**src/rtl/reset_seq.sv**
```systemverilog
// Power-on / re-arm reset sequencer: synchronizes reset requests, debounces their release,
// then releases NUM_CH reset domains in ascending order with a fixed gap between them.
module reset_seq #(
   parameter int NUM_CH       = 4,
   parameter int DEBOUNCE_CYC = 16,
   parameter int GAP_CYC      = 8
) (
   input  logic              SYS_CLK,
   input  logic              SYS_RST_N,
   input  logic              SYS_CLK_STABLE,
   input  logic              BOARD_RST_SW,
   input  logic              SL_RST_N,
   output logic [NUM_CH-1:0] RST_N_OUT,
   output logic              RST_DONE,
   output logic [2:0]        RST_CAUSE,
   output logic [7:0]        RST_CNT
);

   localparam int DW = (DEBOUNCE_CYC > 1) ? $clog2(DEBOUNCE_CYC) : 1;
   localparam int GW = (GAP_CYC > 1)      ? $clog2(GAP_CYC)      : 1;
   localparam int CW = (NUM_CH > 1)       ? $clog2(NUM_CH)       : 1;

   localparam logic [DW-1:0] DB_LAST  = DW'(DEBOUNCE_CYC - 1);
   localparam logic [GW-1:0] GAP_LAST = GW'(GAP_CYC - 1);
   localparam logic [CW-1:0] CH_LAST  = CW'(NUM_CH - 1);

   // Synchronizer bit order is {sl_rst_n, sw, stable}; reset value keeps the request active.
   localparam logic [2:0] SYNC_RST = 3'b010;

   typedef enum logic [1:0] {
      S_HOLD     = 2'd0,
      S_DEBOUNCE = 2'd1,
      S_RELEASE  = 2'd2,
      S_RUN      = 2'd3
   } state_e;

   logic [2:0]        meta_q, sync_q;
   logic              stable_s, sw_s, sl_rst_n_s;
   logic              req;
   logic [2:0]        cause_now;

   state_e            state_q, state_d;
   logic [DW-1:0]     db_cnt_q, db_cnt_d;
   logic [GW-1:0]     gap_cnt_q, gap_cnt_d;
   logic [CW-1:0]     ch_q, ch_d;
   logic [NUM_CH-1:0] rst_n_q, rst_n_d;
   logic              done_q, done_d;
   logic [2:0]        cause_q, cause_d;
   logic [7:0]        cnt_q, cnt_d;

   always_ff @(posedge SYS_CLK or negedge SYS_RST_N) begin
      if (!SYS_RST_N) begin
         meta_q <= SYNC_RST;
         sync_q <= SYNC_RST;
      end else begin
         meta_q <= {SL_RST_N, BOARD_RST_SW, SYS_CLK_STABLE};
         sync_q <= meta_q;
      end
   end

   assign stable_s   = sync_q[0];
   assign sw_s       = sync_q[1];
   assign sl_rst_n_s = sync_q[2];
   assign req        = ~stable_s | sw_s | ~sl_rst_n_s;
   assign cause_now  = {~sl_rst_n_s, sw_s, ~stable_s};

   always_ff @(posedge SYS_CLK or negedge SYS_RST_N) begin
      if (!SYS_RST_N) begin
         state_q   <= S_HOLD;
         db_cnt_q  <= '0;
         gap_cnt_q <= '0;
         ch_q      <= '0;
         rst_n_q   <= '0;
         done_q    <= 1'b0;
         cause_q   <= 3'b000;
         cnt_q     <= 8'd0;
      end else begin
         state_q   <= state_d;
         db_cnt_q  <= db_cnt_d;
         gap_cnt_q <= gap_cnt_d;
         ch_q      <= ch_d;
         rst_n_q   <= rst_n_d;
         done_q    <= done_d;
         cause_q   <= cause_d;
         cnt_q     <= cnt_d;
      end
   end

   always_comb begin
      state_d = state_q;
      case (state_q)
         S_HOLD: begin
            if (!req) state_d = S_DEBOUNCE;
         end
         S_DEBOUNCE: begin
            if (req)                        state_d = S_HOLD;
            else if (db_cnt_q == DB_LAST)   state_d = (NUM_CH == 1) ? S_RUN : S_RELEASE;
         end
         S_RELEASE: begin
            if (req)                                           state_d = S_HOLD;
            else if (gap_cnt_q == GAP_LAST && ch_q == CH_LAST) state_d = S_RUN;
         end
         S_RUN: begin
            if (req) state_d = S_HOLD;
         end
         default: state_d = S_HOLD;
      endcase
   end

   // Outputs are registered: these are the values the outputs take on the coming edge.
   always_comb begin
      db_cnt_d  = db_cnt_q;
      gap_cnt_d = gap_cnt_q;
      ch_d      = ch_q;
      rst_n_d   = rst_n_q;
      done_d    = done_q;
      cause_d   = cause_q;
      cnt_d     = cnt_q;
      case (state_q)
         S_HOLD: begin
            db_cnt_d  = '0;
            gap_cnt_d = '0;
            ch_d      = '0;
            rst_n_d   = '0;
            done_d    = 1'b0;
         end
         S_DEBOUNCE: begin
            if (req) begin
               db_cnt_d = '0;
               rst_n_d  = '0;
               done_d   = 1'b0;
            end else if (db_cnt_q == DB_LAST) begin
               db_cnt_d   = '0;
               gap_cnt_d  = '0;
               ch_d       = CW'(1);
               rst_n_d[0] = 1'b1;
               done_d     = (NUM_CH == 1);
            end else begin
               db_cnt_d = db_cnt_q + 1'b1;
            end
         end
         S_RELEASE, S_RUN: begin
            if (req) begin
               db_cnt_d  = '0;
               gap_cnt_d = '0;
               ch_d      = '0;
               rst_n_d   = '0;
               done_d    = 1'b0;
               cause_d   = cause_now;
               cnt_d     = (cnt_q == 8'hFF) ? cnt_q : cnt_q + 8'd1;
            end else if (state_q == S_RELEASE) begin
               if (gap_cnt_q == GAP_LAST) begin
                  gap_cnt_d = '0;
                  for (int k = 0; k < NUM_CH; k++)
                     if (ch_q == CW'(k)) rst_n_d[k] = 1'b1;
                  if (ch_q == CH_LAST) done_d = 1'b1;
                  else                 ch_d   = ch_q + 1'b1;
               end else begin
                  gap_cnt_d = gap_cnt_q + 1'b1;
               end
            end
         end
         default: begin
            rst_n_d = '0;
            done_d  = 1'b0;
         end
      endcase
   end

   assign RST_N_OUT = rst_n_q;
   assign RST_DONE  = done_q;
   assign RST_CAUSE = cause_q;
   assign RST_CNT   = cnt_q;

endmodule

```
**config.mk**
```make
export PLATFORM = sky130hd
export DESIGN_NAME = reset_seq
export DESIGN_NICKNAME = d
export VERILOG_FILES = /design/src/rtl/reset_seq.sv
export SDC_FILE = /design/constraint.sdc
export NUM_CORES = 1
export LEC_CHECK = 0
export CAP_MARGIN = 15
export CORE_UTILIZATION = 56
export CTS_BUF_LIST = sky130_fd_sc_hd__clkbuf_8
export DETAILED_ROUTE_END_ITERATION = 8
export GPL_TIMING_DRIVEN = 1
export HOLD_SLACK_MARGIN = 0.02
export PLACE_DENSITY = 0.92
export SLEW_MARGIN = 10
export SYNTH_ARGS = -nofsm -noshare
export SYNTH_HDL_FRONTEND = slang
export SYNTH_SLANG_ARGS = --single-unit
```
**constraint.sdc**
```tcl
create_clock -name SYS_CLK -period 2.1 [get_ports SYS_CLK]
set_input_delay 0.315 -clock SYS_CLK [delete_from_list [all_inputs] [get_ports SYS_CLK]]
set_output_delay 0.315 -clock SYS_CLK [all_outputs]
set_load 0.005 [all_outputs]
```
==> results.sh <==
export IMPL_finalWeightedCongestion=0.792
export IMPL_worst_endpoint_arrival_ns=1.79
export IMPL_cts_buffers=5
export IMPL_final_hold_worst_slack_ns=0.350
export IMPL_finalCriticalPeriod_ns=1.62
export IMPL_cts_hold_buf=0
export IMPL_syn_instance_count=148
export IMPL_vias=1155
export IMPL_ys_async_sr_fraction_pct=100
export IMPL_grt_remaining_overflow=0
export IMPL_clockBufferDepth=2
export IMPL_dieArea_sq_um=3030
export IMPL_worst_slew_pin_transition_ns=0.591
export IMPL_syn_avg_cell_area_sq_um=10.6
export IMPL_critical_path_endpoint_type="flop"
export IMPL_synth_warnings=0
export IMPL_path_class="flop to flop"
export IMPL_postCtsSetupBuffers=0
export IMPL_peakVddDrop_v=0.000649
export IMPL_ctsRootBufferMaster="clkbuf_8"
export IMPL_drive_gt1_share_pct=12.7
export IMPL_netlist_area_leader_share_pct=49.2
export IMPL_finalNonFillerCells=203
export IMPL_post_synth_top_count_cell="dfrtp_1"
export IMPL_wire_per_inst_microns=15.0
export IMPL_cellLeakagePower_nw=0.867
export IMPL_detail_route_drc_violations=0
export IMPL_netlist_top_cells_area="dfrtp_1 49%, ha_1 6.4%, nor2_1 4.3%"
export IMPL_routed_via_density=5.69
export IMPL_worst_skew_pair_late_latency_ns=0.28
export IMPL_maxClockFrequency_ghz=0.615
export IMPL_rsz0062_at_grt="no"
export IMPL_wl_microns=3060
export IMPL_dp_cells=195
export IMPL_tritoncts="done"
export IMPL_grt_usage_pct=23.8
export IMPL_netlist_area_sq_um=1580
export IMPL_fp_coreArea_sq_um=2570
export IMPL_synth_lib_cells_used_distinct=36
export IMPL_numClockSinks=33
export IMPL_start_util_pct=61.4
export IMPL_final_hold_violation_count=0
export IMPL_postSynthRegisterBits=33
export IMPL_synth_edff_count=0
export IMPL_grt_pass1_wl_microns=4840
export IMPL_pin_count=21
export IMPL_startpoint_type="flop"
export IMPL_largest_net_degree_at_the_start_of_global_routing=34
export IMPL_dp_final_hpwl_microns=2240
export IMPL_antenna_found_initial=0
export IMPL_synth_largest_area_cell="dfrtp_1"
export IMPL_clk_pin_slew_ns=0.06
export IMPL_cap_viol_max_count=0
export IMPL_drt_iter0_drc=33
export IMPL_hold_path_class="flop to flop"
export IMPL_core_rowCount=18
export IMPL_fin_setup_tns_ns=0
export IMPL_report_final_setup_viol=0
export IMPL_die_w_microns=55.0
export IMPL_synth_main_ff_cell="dfrtp_1"
export IMPL_placedInstanceArea_sq_um=1800
export IMPL_timing_max_slew_rel_slack_pct=60.6
export IMPL_finish_net_count=185
export IMPL_clock_tree_htree_level_count=2
export IMPL_timing_critical_path_required_ns=2.27
export IMPL_detailedRoute_firstPassIterationCount=4
export IMPL_cts_resized=0
export IMPL_fin_skew_ns=0.00487
export IMPL_via_count_of_the_first_global_routing_pass=1116
export IMPL_worstPathMaxFanout=12
export IMPL_min_period_over_period_pct=77.4
export IMPL_layout_area_overhead_vs_synth_pct=19.4
export IMPL_ys_top_cells_by_count="31 x dfrtp_1, 18 x nor2_1, 16 x nand2_1"
export IMPL_chipHeight_microns=55.0
export IMPL_synth_sequential_area_ratio_pct=52.6
export IMPL_syn_num_nets=161
export IMPL_power_per_cell_area_nw_per_um2=596
export IMPL_drtAntennaViolNets=0
export IMPL_report_final_slew_viol_count=0
export IMPL_insertedDiodeCount=0
export IMPL_status="finished clean"
export IMPL_tot_pwr_mw=1.12
export IMPL_io_buffers=20
export IMPL_finish_instance_area_sq_um=1880
==> worst max-delay path: stages (launching register included) <==
cell,delay [ns]
dfstp_2,0.55
nand3b_4,0.22
nand2_2,0.13
nor3_1,0.25
mux2_2,0.36
==> sequential cells by signal (all words and copies together) (netlist names), 3 cells and up <==
signal     cells
RST_CNT        8
RST_N_OUT      4
db_cnt_q       4
RST_CAUSE      3
gap_cnt_q      3
meta_q         3
sync_q         3
==> final timing paths <==
check / from / to / slack, ns / depth (start not counted)
setup reg to reg: sync_q[1]$_DFF_PN1_ / RST_CNT[6]$_DFFE_PN0P_ / 0.48 / 4
hold / removal: meta_q[0]$_DFF_PN0_ / sync_q[0]$_DFF_PN0_ / 0.35 / 0
min in group asynchronous: SYS_RST_N / RST_CNT[6]$_DFFE_PN0P_ / 0.43 / 2
max in group asynchronous: SYS_RST_N / sync_q[1]$_DFF_PN1_ / 1.35 / 2
hold reg to reg: meta_q[0]$_DFF_PN0_ / sync_q[0]$_DFF_PN0_ / 0.35 / 0
setup / recovery: sync_q[1]$_DFF_PN1_ / RST_CNT[6]$_DFFE_PN0P_ / 0.48 / 4
==> layout by cell type, fill, tap and decap left out, drive strengths merged, types with 2 or more instances in the layout <==
cell type	n
inv	6
nand3	8
o211ai	2
nand2b	2
mux2i	2
nor2b	3
dfstp	2
clkbuf	5
ha	8
nor2	18
clkdlybuf4s50	20
buf	2
o21ai	6
a32oi	2
nand2	17
o2bb2ai	4
xnor2	2
mux2	5
nor3	3
xor2	2
a21oi	11
clkinv	2
nand4	2
dfrtp	31
==> stage by stage <==
step	utilization, %	worst slack [ns]
floorplan	-	0.632
global placement	70.0	0.569
detailed placement	70.0	0.494
CTS	73.2	0.476
global route	73.2	0.404
finish	73.2	0.475
==> power by group <==
part	switching, mW	internal [mW]
clock network	0.212	0.224
logic	0.0192	0.0128
registers	0.00844	0.644
total	0.240	0.881
==> area by class of cell <==
class / instances / area [sq um]
clock buffers: 5 / 68.8
clock inverters: 3 / 13.8
fillers: 181 / 687
inverters: 5 / 18.8
multi-input cells: 105 / 698
flip-flops and latches: 33 / 828
well taps: 30 / 37.5
repair buffers: 22 / 215
==> routing by layer <==
| layer | vias to the layer above | GRT usage, % | wire length [microns] |
|---|---|---|---|
| met3 | 6 | 6.83 | 105 |
| met4 | 0 | 10.8 | 46 |
| met1 | 564 | 27.5 | 1370 |
| li1 | 560 | - | - |
| met5 | - | 0 | 0 |
| met2 | 25 | 40.8 | 1530 |
==> logic make-up after synthesis <==
family | count (synthesis) | synth area share, %
simple gates | 56 | 17.8
flops | 33 | 52.6
xor+xnor | 4 | 2.22
buf+inv | 10 | 3.10
fa+ha+maj | 8 | 6.35
mux | 7 | 5.08
compound gates | 30 | 12.9
No activity file was read; power rests on OpenSTA's default activity.
